==> config.mk <==
export PLATFORM = sky130hd
export DESIGN_NAME = gate_issue_unit
export DESIGN_NICKNAME = d
export VERILOG_FILES = /design/src/rtl/simple_processor_pkg.sv /design/src/rtl/gate_issue_unit_regfile.sv /design/src/rtl/gate_issue_unit.sv
export SDC_FILE = /design/constraint.sdc
export NUM_CORES = 1
export LEC_CHECK = 0
export CORE_MARGIN = 3
export CORE_UTILIZATION = 37
export CTS_CLUSTER_DIAMETER = 100
export DETAILED_ROUTE_END_ITERATION = 10
export PLACE_DENSITY = 0.51
export SLEW_MARGIN = 20
export SYNTH_ARGS = -nofsm -noshare
export SYNTH_HDL_FRONTEND = slang
export SYNTH_SLANG_ARGS = --single-unit
==> constraint.sdc <==
create_clock -name clk_i -period 3.45 [get_ports clk_i]
set_input_delay 0.345 -clock clk_i [delete_from_list [all_inputs] [get_ports clk_i]]
set_output_delay 0.345 -clock clk_i [all_outputs]
set_load 0.02 [all_outputs]
==> src/rtl/simple_processor_pkg.sv <==
// -----------------------------------------------------------------------------
// simple_processor_pkg
// Shared types and constants for the simple processor datapath.
//   DATA_WIDTH          : datapath width of registers and ALU operands
//   func_t              : gate ALU function code (AND, OR, XOR, NOT)
//   gate_issue_state_t  : sequencing states of gate_issue_unit
//   gate_issue_next()   : next-state helper for the issue FSM
// -----------------------------------------------------------------------------
package simple_processor_pkg;

  localparam int DATA_WIDTH = 8;

  typedef enum logic [1:0] {
    FUNC_AND = 2'd0,
    FUNC_OR  = 2'd1,
    FUNC_XOR = 2'd2,
    FUNC_NOT = 2'd3
  } func_t;

  typedef enum logic [1:0] {
    IDLE = 2'd0,
    READ = 2'd1,
    EXEC = 2'd2,
    WB   = 2'd3
  } gate_issue_state_t;

  // Fixed four-step sequence; only IDLE waits on an input.
  function automatic gate_issue_state_t gate_issue_next(
    input gate_issue_state_t cur,
    input logic              accept
  );
    gate_issue_state_t nxt;
    case (cur)
      IDLE:    nxt = accept ? READ : IDLE;
      READ:    nxt = EXEC;
      EXEC:    nxt = WB;
      WB:      nxt = IDLE;
      default: nxt = IDLE;
    endcase
    return nxt;
  endfunction

endpackage

==> src/rtl/gate_issue_unit_regfile.sv <==
// -----------------------------------------------------------------------------
// gate_regfile
// NUM_REGS x DATA_WIDTH register file for the gate issue unit.
//   clk_i, arst_ni        : clock, asynchronous active-low reset (clears all)
//   we_i/waddr_i/wdata_i  : single write port; writes to r0 are dropped
//   cap_en_i              : capture both read ports into the operand registers
//   raddr1_i/raddr2_i     : read addresses for the captured operands
//   rdata1_o/rdata2_o     : operand registers (hold until next capture)
//   dbg_addr_i/dbg_data_o : combinational debug read
// r0 always reads as zero.
// -----------------------------------------------------------------------------
module gate_regfile
  import simple_processor_pkg::*;
#(
  parameter int NUM_REGS   = 16,
  parameter int REG_ADDR_W = $clog2(NUM_REGS)
) (
  input  logic                  clk_i,
  input  logic                  arst_ni,
  input  logic                  we_i,
  input  logic [REG_ADDR_W-1:0] waddr_i,
  input  logic [DATA_WIDTH-1:0] wdata_i,
  input  logic                  cap_en_i,
  input  logic [REG_ADDR_W-1:0] raddr1_i,
  input  logic [REG_ADDR_W-1:0] raddr2_i,
  output logic [DATA_WIDTH-1:0] rdata1_o,
  output logic [DATA_WIDTH-1:0] rdata2_o,
  input  logic [REG_ADDR_W-1:0] dbg_addr_i,
  output logic [DATA_WIDTH-1:0] dbg_data_o
);

  localparam logic [REG_ADDR_W-1:0] ADDR_ZERO = {REG_ADDR_W{1'b0}};
  localparam logic [DATA_WIDTH-1:0] DATA_ZERO = {DATA_WIDTH{1'b0}};

  logic [DATA_WIDTH-1:0] regs_r [NUM_REGS];
  logic [DATA_WIDTH-1:0] rd1_s;
  logic [DATA_WIDTH-1:0] rd2_s;
  logic [DATA_WIDTH-1:0] rdata1_r;
  logic [DATA_WIDTH-1:0] rdata2_r;

  // Storage array: cleared on reset, written through the single write port.
  always_ff @(posedge clk_i or negedge arst_ni) begin
    if (!arst_ni) begin
      for (int i = 0; i < NUM_REGS; i++) begin
        regs_r[i] <= DATA_ZERO;
      end
    end else if (we_i && (waddr_i != ADDR_ZERO)) begin
      regs_r[waddr_i] <= wdata_i;
    end
  end

  // r0 is forced to zero on every read path, independent of storage contents.
  assign rd1_s      = (raddr1_i   == ADDR_ZERO) ? DATA_ZERO : regs_r[raddr1_i];
  assign rd2_s      = (raddr2_i   == ADDR_ZERO) ? DATA_ZERO : regs_r[raddr2_i];
  assign dbg_data_o = (dbg_addr_i == ADDR_ZERO) ? DATA_ZERO : regs_r[dbg_addr_i];

  // Operand registers: sample both read ports when capture is enabled.
  always_ff @(posedge clk_i or negedge arst_ni) begin
    if (!arst_ni) begin
      rdata1_r <= DATA_ZERO;
      rdata2_r <= DATA_ZERO;
    end else if (cap_en_i) begin
      rdata1_r <= rd1_s;
      rdata2_r <= rd2_s;
    end
  end

  assign rdata1_o = rdata1_r;
  assign rdata2_o = rdata2_r;

endmodule

==> src/rtl/gate_issue_unit.sv <==
// -----------------------------------------------------------------------------
// gate_issue_unit
// Operand-supply and write-back controller for the external gate ALU.
// Accepts one instruction per valid/ready handshake, reads rs1/rs2 from the
// internal register file, presents them with func to the ALU during EXEC,
// captures the ALU result and writes it back to rd in WB.
//   instr_*      : instruction handshake and fields (ready only in IDLE)
//   load_*       : register initialisation port, honoured only in IDLE
//   rs1_data_o, rs2_data_o, func_o : ALU operands/function (valid in EXEC)
//   rd_data_i    : combinational ALU result
//   done_o       : one-cycle pulse in WB; result_o carries the written value
//   dbg_*        : combinational register read
// Sequence: accept (cycle 0) -> READ (1) -> EXEC (2) -> WB (3) -> IDLE (4).
// -----------------------------------------------------------------------------
module gate_issue_unit
  import simple_processor_pkg::*;
#(
  parameter int NUM_REGS   = 16,
  parameter int REG_ADDR_W = $clog2(NUM_REGS)
) (
  input  logic                  clk_i,
  input  logic                  arst_ni,
  input  logic                  instr_valid_i,
  output logic                  instr_ready_o,
  input  func_t                 instr_func_i,
  input  logic [REG_ADDR_W-1:0] instr_rd_i,
  input  logic [REG_ADDR_W-1:0] instr_rs1_i,
  input  logic [REG_ADDR_W-1:0] instr_rs2_i,
  input  logic                  load_en_i,
  input  logic [REG_ADDR_W-1:0] load_addr_i,
  input  logic [DATA_WIDTH-1:0] load_data_i,
  output logic [DATA_WIDTH-1:0] rs1_data_o,
  output logic [DATA_WIDTH-1:0] rs2_data_o,
  output func_t                 func_o,
  input  logic [DATA_WIDTH-1:0] rd_data_i,
  output logic                  done_o,
  output logic [DATA_WIDTH-1:0] result_o,
  input  logic [REG_ADDR_W-1:0] dbg_addr_i,
  output logic [DATA_WIDTH-1:0] dbg_data_o
);

  localparam logic [REG_ADDR_W-1:0] ADDR_ZERO = {REG_ADDR_W{1'b0}};
  localparam logic [DATA_WIDTH-1:0] DATA_ZERO = {DATA_WIDTH{1'b0}};

  gate_issue_state_t     state_r;
  gate_issue_state_t     next_state_s;
  logic                  ready_r;
  logic                  done_r;
  logic                  accept_s;
  func_t                 func_lat_r;
  func_t                 func_out_r;
  logic [REG_ADDR_W-1:0] rd_r;
  logic [REG_ADDR_W-1:0] rs1_r;
  logic [REG_ADDR_W-1:0] rs2_r;
  logic [DATA_WIDTH-1:0] result_r;
  logic                  rf_we_s;
  logic [REG_ADDR_W-1:0] rf_waddr_s;
  logic [DATA_WIDTH-1:0] rf_wdata_s;

  // ready_r is a registered copy of (state_r == IDLE), so accept is a clean AND.
  assign accept_s     = instr_valid_i & ready_r;
  assign next_state_s = gate_issue_next(state_r, accept_s);

  // Sequencer plus registered ready/done decoded from the next state.
  always_ff @(posedge clk_i or negedge arst_ni) begin
    if (!arst_ni) begin
      state_r <= IDLE;
      ready_r <= 1'b1;
      done_r  <= 1'b0;
    end else begin
      state_r <= next_state_s;
      ready_r <= (next_state_s == IDLE);
      done_r  <= (next_state_s == WB);
    end
  end

  // Instruction fields are latched at the acceptance edge.
  always_ff @(posedge clk_i or negedge arst_ni) begin
    if (!arst_ni) begin
      func_lat_r <= FUNC_AND;
      rd_r       <= ADDR_ZERO;
      rs1_r      <= ADDR_ZERO;
      rs2_r      <= ADDR_ZERO;
    end else if (accept_s) begin
      func_lat_r <= instr_func_i;
      rd_r       <= instr_rd_i;
      rs1_r      <= instr_rs1_i;
      rs2_r      <= instr_rs2_i;
    end
  end

  // func_o updates together with the operand registers so all three ALU
  // inputs change only on entry to EXEC and hold everywhere else.
  always_ff @(posedge clk_i or negedge arst_ni) begin
    if (!arst_ni) begin
      func_out_r <= FUNC_AND;
    end else if (state_r == READ) begin
      func_out_r <= func_lat_r;
    end
  end

  // ALU result captured at the end of EXEC; it doubles as result_o, which
  // therefore shows the new value in WB and holds it afterwards.
  always_ff @(posedge clk_i or negedge arst_ni) begin
    if (!arst_ni) begin
      result_r <= DATA_ZERO;
    end else if (state_r == EXEC) begin
      result_r <= rd_data_i;
    end
  end

  // Write-port mux: loads own the port in IDLE, write-back owns it in WB.
  always_comb begin
    rf_we_s    = 1'b0;
    rf_waddr_s = ADDR_ZERO;
    rf_wdata_s = DATA_ZERO;
    case (state_r)
      IDLE: begin
        rf_we_s    = load_en_i;
        rf_waddr_s = load_addr_i;
        rf_wdata_s = load_data_i;
      end
      WB: begin
        rf_we_s    = 1'b1;
        rf_waddr_s = rd_r;
        rf_wdata_s = result_r;
      end
      default: begin
        rf_we_s    = 1'b0;
        rf_waddr_s = ADDR_ZERO;
        rf_wdata_s = DATA_ZERO;
      end
    endcase
  end

  gate_regfile #(
    .NUM_REGS   (NUM_REGS),
    .REG_ADDR_W (REG_ADDR_W)
  ) u_regfile (
    .clk_i      (clk_i),
    .arst_ni    (arst_ni),
    .we_i       (rf_we_s),
    .waddr_i    (rf_waddr_s),
    .wdata_i    (rf_wdata_s),
    .cap_en_i   (state_r == READ),
    .raddr1_i   (rs1_r),
    .raddr2_i   (rs2_r),
    .rdata1_o   (rs1_data_o),
    .rdata2_o   (rs2_data_o),
    .dbg_addr_i (dbg_addr_i),
    .dbg_data_o (dbg_data_o)
  );

  assign instr_ready_o = ready_r;
  assign done_o        = done_r;
  assign result_o      = result_r;
  assign func_o        = func_out_r;

endmodule

After elaboration in Yosys (flattened, before gate mapping)
Cells that the tools add are included.

cells by class
  add/subtract/negate cells = 0
  multipliers = 0
  divide/modulo/power cells = 0
  $lt $le $gt $ge = 5
  eq/ne operators = 4
  shift-type cells = 0
  mux-type cells = 20
  bitwise logic cells = 5
  reduce and logical (&&, ||, !) cells = 8

operator list
  kind                number
  $bwmux 128          1
  $bmux 8 s4          3
  $mux 8              10
  $demux 8 s4         1
  $ge 5x5->1 const B  4
  $not 4->5           4
  $pmux 8 s2          1
  $logic_not 4->1     3
  $pmux 2 s4          1
  $pmux 4 s2          1
  $eq 2x2->1 const B  3
  $lt 5x1->1 const B  1
  $logic_not 2->1     2
  $reduce_bool 4->1   1
  $eq 2x1->1 const B  1
  $logic_and 1x1->1   2
  $pmux 1 s2          1
  $and 1x1->1         1
  $mux 1              1

storage, ports and cells
  register bits = 172
  latch bits = 0
  RAM bits = 0
  memory bits (read-only) = 0
  input bits = 42
  output and inout bits = 36
  logic and storage cells = 69
  memories kept = 0

Logic depth before layout (Yosys ltp)
Gate-level depths: netlist of run 1.

  depth after elaboration = 8
  depth in mapped cells = 8
  gate-level depth less buffers = 6

Modules after synthesis
From an unflattened synthesis of run 1, not the netlist that was laid out.

unflattened totals
  cell total of the unflattened synthesis = 705
  area total of the unflattened synthesis = 9,693.0 um2

modules (own cells, without submodules)
  module           times used  cells an instance  area an instance (um2)  sequential area each (um2)
  gate_regfile     1           609                8,405.6                 3,603.5
  gate_issue_unit  1           96                 1,287.5                 701.9

Worst setup path before layout of run 1
No wires, ideal clock.

  path kind = flip-flop to flip-flop
  start point = register state_r[0]
  end point = register u_regfile.regs_r[88] (netlist name)
  setup time = 125 ps
  arrival time = 2,085 ps
  required time = 3,325 ps
  setup slack = 1,240 ps
  cell stages (with the launch flop) = 7
  buffers on the path = 0
  period minus slack after synthesis = 2,210 ps
  cell sequence = dfrtp_1 > inv_1 > ha_1 > a22o_1 > or4_4 > nor3_4 > mux2_2

on the way
  cells in the longest elaborated chain, start to end = 8
  elaborated cells between the ends (all ways) = 14
  those cells by class = order compare: 2; eq/ne: 1; mux: 6; bitwise: 1; reduce/logical: 4

RTL lines
  item                                                                   RTL line                       RTL
  from (decl)                                                            gate_issue_unit.sv:45          gate_issue_state_t state_r;
  from (signal assigned)                                                 gate_issue_unit.sv:71          state_r <= next_state_s;
  $eq 2x2->1 / $logic_not 2->1 (equally long branches)                   gate_issue_unit.sv:117         case (state_r)
  $pmux 4 s2                                                             gate_issue_unit.sv:117
  $not 4->5 (not written as such)                                        gate_issue_unit_regfile.sv:48  regs_r[waddr_i] <= wdata_i;
  $ge 5x5->1 (not written as such) / $lt 5x1->1 (equally long branches)  gate_issue_unit_regfile.sv:48
  $logic_and 1x1->1 (not written as such)                                gate_issue_unit_regfile.sv:48
  $mux 8 (not written as such)                                           gate_issue_unit_regfile.sv:48
  $demux 8 s4                                                            gate_issue_unit_regfile.sv:48
  $bwmux 128                                                             gate_issue_unit_regfile.sv:48
  to (signal, indexed assignment)                                        gate_issue_unit_regfile.sv:48
  to (decl)                                                              gate_issue_unit_regfile.sv:35  logic [DATA_WIDTH-1:0] regs_r [NUM_REGS];

Several ways; a longest one is shown, not always the timed one.
A chain may end at the register's enable or synchronous reset.

Worst setup path in the final report of run 1
  start point = input dbg_addr_i[1]
  end point = output dbg_data_o[4]

on the way
  cells in the longest elaborated chain, start to end = 5
  elaborated cells between the ends (all ways) = 6
  those cells by class = mux: 4; bitwise: 1; reduce/logical: 1

RTL lines
  item                                       RTL line                       RTL
  from (decl)                                gate_issue_unit.sv:38          input logic [REG_ADDR_W-1:0] dbg_addr_i,
  $not 4->5 (not written as such)            gate_issue_unit_regfile.sv:55  assign dbg_data_o = (dbg_addr_i == ADDR_ZERO) ? DATA_ZERO : regs_r[dbg_addr_i];
  $bmux 8 s4                                 gate_issue_unit_regfile.sv:55
  $mux 8 (not written as such) (2 in a row)  gate_issue_unit_regfile.sv:55
  $mux 8 *                                   gate_issue_unit_regfile.sv:55
  to (decl)                                  gate_issue_unit.sv:39          output logic [DATA_WIDTH-1:0] dbg_data_o

Mark *: on every way between the ends. The rest lies on a longest branch, timed or not. The select of a mux whose other input is x is not followed.

==> impl_metrics.ini, run 1 <==
[status]
outcome = finished, final reports clean

[setup_path]
arrival_ns = 2.78
crit_path_cell_trace = clkdlybuf4s50_1 > nor2_1 > a221oi_1 > a22oi_1 > a21oi_1 > clkdlybuf4s50_1
crit_family = buffers and inverters
start_kind = primary input
critPathCaptureType = output port
regToRegStartpoint = state_r[0]
slowest_delay_ns = 0.70
path_buf_inv = 2
reg2reg_to = u_regfile.regs_r[89]
slowest_stage = clkdlybuf4s50_1
reg2regPathDepth = 7
crit_top_cell = clkdlybuf4s50_1
cp_max_fo = 6
critPathLaunch = dbg_addr_i[1]
r2r_slack_ns = 0.59
required_ns = 3.11
setup.worst_path.class = primary input to output port

[global_routing]
grt_start_max_net_pins = 78
antenna_found_initial = 0
gr-usage-all-layers_pct = 21.2
use_met3_pct = 3.83
grt_pass1_vias = 7255
grt_overflow_total = 0
grt_use_met2_pct = 34.0
grt.busiest_layer = met2
grt_pass1_wl_mm = 45.6
grtUsageMet1_pct = 29.5

[worst_hold_path]
holdPathEnd = u_regfile.regs_r[127]
whs_path_depth = 0
worst_hold_path_type = flop to flop
hp-start = u_regfile.regs_r[127]

[placed_design]
portBuffers = 77
detailed_place_hpwl_mm = 21.0
gp_congestion = 0.894

[clock_network]
cts_tree = built
clock_sink_count = 172
clock_path_buffers = 2
cts_buffers = 17
cts-root-buf = clkbuf_16
insertion_delay_ns = 0.44
htreeDepth = 4
cts_setup_buffers = 0
path_clk_slew_ns = 0.07

[logic_synthesis]
netlist_area_um2 = 9800
synth_edf_count = 0
ys_seq_area_share_pct = 43.9
synth_mux_area_share_pct = 39.6
yosys.area_share.adder_pct = 0.511
synth.ff_latch_count = 172
synth_flop_cell = dfrtp_1
synth_xor_area_share_pct = 0
synth.distinct_cells = 43
syn_avg_cell_area_um2 = 13.5
syn-instance-count = 724
synth-compound-area-share_pct = 8.54
async_reset_ff_share_pct = 100
yosysWarnings = 0
synth_fp_nets = 770
synth_top_family_by_area = multiplexers
yosys.area_share.simple_pct = 4.46

[sta]
clock_skew_ns = 0.0125
hold_viol = 0
hold_ws_ns = 0.385
maxSlewHeadroom_pct = 32.8
fin_crit_sh_pct = 90.6
fin_setup_tns_ns = 0
report.final.slew_viol_count = 0
period_needed_ns = 3.13
setup_viol = 0
fmax_ghz = 0.320
rsz0062_at_grt = false
worst_slew_pin_slew_ns = 1.00

[routing]
ant_nets = 0
vias_per_cell = 6.02
drc = 0
finalWirelength_mm = 29.7
vias = 6846
drt-wirelength-per-cell_um = 26.1
drt-pass1-iter-count = 5
drt_iter0_markers = 566

[run]
max_cap_violations = 0

[finish]
fin_nets = 841
area_delta_synth_final_pct = 18.7
antenna_cells = 0
layout-drive-gt1-share_pct = 36.5
fillers = 2316

[die]
ios = 78
design.die.area_um2 = 28500
fp.dieW_um = 169
die_y_um = 169
initial_utilization_pct = 38.2
core_um2 = 25600
row_count = 58

[pwr]
irDropWorstVdd_uv = 447
leakage_nw = 5.05
total_power_mw = 9.56
power.density_nw_per_um2 = 822
-- registers in the layout, summed over array words and instances (netlist names) --
name and flops:
done_o 1, func_lat_r 2, func_o 2, instr_ready_o 1
rd_r 4, result_o 8, rs1_r 4, rs2_r 4
state_r 2, u_regfile.rdata1_o 8, u_regfile.rdata2_o 8, u_regfile.regs_r 128
-- area by class of cell --
cell class              count  area [um^2]  share of cell area, %
clock buffers              19          443                   3.81
clock inverters            13          143                   1.23
repair buffers            115         1090                   9.39
well taps                 330          413                   3.55
multi-input cells         483         5210                   44.8
inverters                   6         22.5                  0.194
flip-flops and latches    172         4310                   37.0
-- routing by layer --
metal / vias up / share of wire [%]
met4: 0 / 2.2
met2: 244 / 48
met3: 50 / 5.4
met5: - / 0
li1: 2972 / -
met1: 3580 / 45
-- power breakdown --
| group | switching [mW] | total [mW] | internal (mW) |
|---|---|---|---|
| clock network | 0.861 | 1.95 | 1.09 |
| registers | 0.776 | 3.41 | 2.63 |
| logic | 2.20 | 4.20 | 2.01 |
| total | 3.83 | 9.56 | 5.73 |
-- cell usage after synthesis, drive strengths merged, types with 10 or more instances --
cell type  count  area share (%)
nand2         17            0.65
mux2         150              17
clkbuf        36             1.4
a32oi         14             1.3
a21oi         10            0.51
dfrtp        171              44
nor2          16            0.61
mux4          60              14
buf           27             1.3
o21ai         19            0.97
mux2i         84             8.6
a22oi         45             3.5
a211oi        10            0.77
-- placed cells by master (no fill, tap or decap), types with 5 or more instances in the layout --
master,netlist,layout
a211oi_1,10,10
mux2i_1,84,84
clkbuf_16,0,17
mux4_2,60,60
nor2_1,16,16
a22oi_1,43,43
clkdlybuf4s50_1,0,75
inv_1,5,5
o21ai_0,17,17
a21oi_1,10,10
a32oi_1,14,14
dfrtp_1,171,169
nor2b_1,7,7
buf_4,4,34
nand2_1,17,17
mux2_2,150,150
a221oi_1,6,6
-- stage by stage --
stage	cell area, um^2	setup WS [ns]	utilization (%)	std cells
global placement	11000	0.379	43.1	1105
global route	11600	0.162	45.4	1138
finish	11600	0.323	45.4	1138
detailed placement	11000	0.365	43.1	1105
floorplan	9800	1.24	-	724
CTS	11600	0.355	45.4	1138
-- kinds of logic after synthesis --
group,after synthesis
AOI/OAI and AO/OA,115
muxes,294
DFF,172
and+or+nand+nor,70
adders and majority gates,4
buffers and inverters,69
-- worst max-delay path by stage --
stage | end | slack, ns | cells after the start
after floorplan | u_regfile.regs_r[88] | 1.24 | 6
after global placement | dbg_data_o[4] | 0.38 | 6
after detailed placement | dbg_data_o[4] | 0.36 | 6
after CTS | dbg_data_o[4] | 0.35 | 6
after global routing | dbg_data_o[4] | 0.16 | 6
final | dbg_data_o[4] | 0.32 | 6
-- repair_timing --
action	4_1_cts	5_1_grt
hold endpoints to repair	29	0
gates resized for setup	0	0
endpoints found under the setup margin	0	0
hold buffers	1	0
(Power assumes the default switching activity.)
==> run 2, diff against run 1 <==
GPL_TIMING_DRIVEN = 0   (was not set)
==> run 2 against run 1 <==
Net effect: sequential power down 5%; die area unchanged; via count up 4.9%; critical endpoint is now dbg_data_o[7].
==> impl_metrics.ini, run 2 (synthesis gave the netlist of run 1 again) <==
[status]
outcome = finished, final reports clean

[finish]
fillers = 2355
top_register = u_regfile.regs_r
layout-drive-gt1-share_pct = 33.7
area_delta_synth_final_pct = 18.7
antenna_cells = 0
fin_nets = 867
final_cells = 1164
layout_commonest_cell = dfrtp_1
fin_util_pct = 45.4
largest_reg_flops = 128
stdcell_area_um2 = 11600
final_cell_mix = dfrtp_1 (171), mux2_2 (150), mux2i_1 (84), clkdlybuf4s50_1 (74), mux4_2 (60)

[sta]
worst_slew_pin_slew_ns = 1.16
report.final.slew_viol_count = 0
fin_setup_tns_ns = 0
period_needed_ns = 3.41
fin_crit_sh_pct = 98.8
fmax_ghz = 0.293
clock_skew_ns = 0.0170
hold_viol = 0
setup_viol = 0
fin_ws_ns = 0.0404
maxSlewHeadroom_pct = 22.5
rsz0062_at_grt = true

[setup_path]
crit_path_cell_trace = clkdlybuf4s50_1 > clkbuf_2 > nor2_1 > a221oi_1 > a22oi_1 > a21oi_1 > clkdlybuf4s50_1
cp_max_fo = 10
arrival_ns = 3.06
crit_top_cell = clkdlybuf4s50_1
slowest_delay_ns = 0.67
slowest_stage = clkdlybuf4s50_1
r2r_slack_ns = 0.51
endpoint = dbg_data_o[7]
critPathLaunch = dbg_addr_i[1]
setup.worst_path.class = primary input to output port
required_ns = 3.11
regToRegStartpoint = state_r[0]
reg2regPathDepth = 7
reg2reg_to = u_regfile.regs_r[61]
critPathCaptureType = output port
start_kind = primary input

[pwr]
irDropWorstVdd_uv = 351
power.density_nw_per_um2 = 836
leakage_nw = 5.00

[die]
die_y_um = 169
initial_utilization_pct = 38.2
ios = 78
row_count = 58
design.die.area_um2 = 28500
fp.dieW_um = 169
core_um2 = 25600

[clock_network]
htreeDepth = 4
insertion_delay_ns = 0.44
cts_tree = built
cts_buffers = 17
clock_sink_count = 172
path_clk_slew_ns = 0.07
cts-root-buf = clkbuf_16
clock_path_buffers = 2

[routing]
finalWirelength_mm = 32.8
ant_nets = 0
drt_iter0_markers = 920
vias_per_cell = 6.17
drt-pass1-iter-count = 5
drt-wirelength-per-cell_um = 28.2
vias = 7181
drc = 0

[run]
max_cap_violations = 0

[placed_design]
gp_congestion = 0.902
portBuffers = 75
detailed_place_hpwl_mm = 23.2
place_area_um2 = 11000
pre_cts_ws_ns = -0.578
dp.cells = 1131

[global_routing]
gr-usage-all-layers_pct = 23.5
grt_pass1_wl_mm = 49.8
grt_pass1_vias = 7528
grt_overflow_total = 0
grt_start_max_net_pins = 101
antenna_found_initial = 1

[worst_hold_path]
worst_hold_path_type = primary input to async pin
run 2: power breakdown:
part | internal (mW) | total (mW) | leakage (nW) | switching, mW
registers | 2.63 | 3.24 | 2.31 | 0.607
logic | 1.99 | 4.57 | 2.40 | 2.58
clock network | 1.06 | 1.91 | 0.284 | 0.853
total | 5.68 | 9.72 | 5.00 | 4.04
run 2: worst min path at each step:
| stage | from | endpoint | slack (ns) | depth (start not counted) |
|---|---|---|---|---|
| after global routing | u_regfile.regs_r[127] | u_regfile.regs_r[127] | 0.48 | 1 |
| after global placement | u_regfile.regs_r[127] | u_regfile.regs_r[127] | 0.45 | 1 |
| final | arst_ni | u_regfile.regs_r[22] | 0.46 | 2 |
| after floorplan | arst_ni | done_o | 0.05 | 0 |
| after CTS | u_regfile.regs_r[127] | u_regfile.regs_r[127] | 0.46 | 1 |
| after detailed placement | arst_ni | u_regfile.regs_r[22] | 0.36 | 1 |
run 2: metrics by stage:
stage	hold slack [ns]	total power, mW
CTS	0.463	9.71
global route	0.477	10.2
floorplan	0.0494	6.06
finish	0.459	9.72
detailed placement	0.360	7.78
global placement	0.446	7.65
run 2: what timing repair did:
| action | 4_1_cts | 5_1_grt |
|---|---|---|
| pin swaps | 0 | 0 |
| buffers inserted | 0 | 0 |
| hold endpoints to repair | 72 | 0 |
| hold buffers | 1 | 0 |
| setup endpoints to repair | 8 | 4 |
| resized for setup | 6 | 5 |
run 2: worst max-delay path, delay by kind of cell:
kind                   cells  cell delay (ns)
AO/OA/AOI/OAI              3             0.95
buffers and inverters      3             1.54
AND/OR/NAND/NOR            1             0.24
run 2: layout make-up:
| class | count | area, um^2 | area share (%) |
|---|---|---|---|
| repair buffers | 78 | 805 | 6.92 |
| well taps | 330 | 413 | 3.55 |
| multi-input cells | 483 | 5240 | 45.0 |
| clock inverters | 11 | 109 | 0.936 |
| clock buffers | 21 | 470 | 4.04 |
| flip-flops and latches | 172 | 4310 | 37.0 |
| plain buffers | 63 | 269 | 2.31 |
| inverters | 6 | 22.5 | 0.194 |
run 2: layer usage:
layer	vias to the layer above	wire length, um	GRT usage, %
li1	3014	-	-
met1	3750	14000	32.9
met2	355	15200	37.0
met3	62	2620	4.32
met4	0	943	8.32
met5	-	0	0
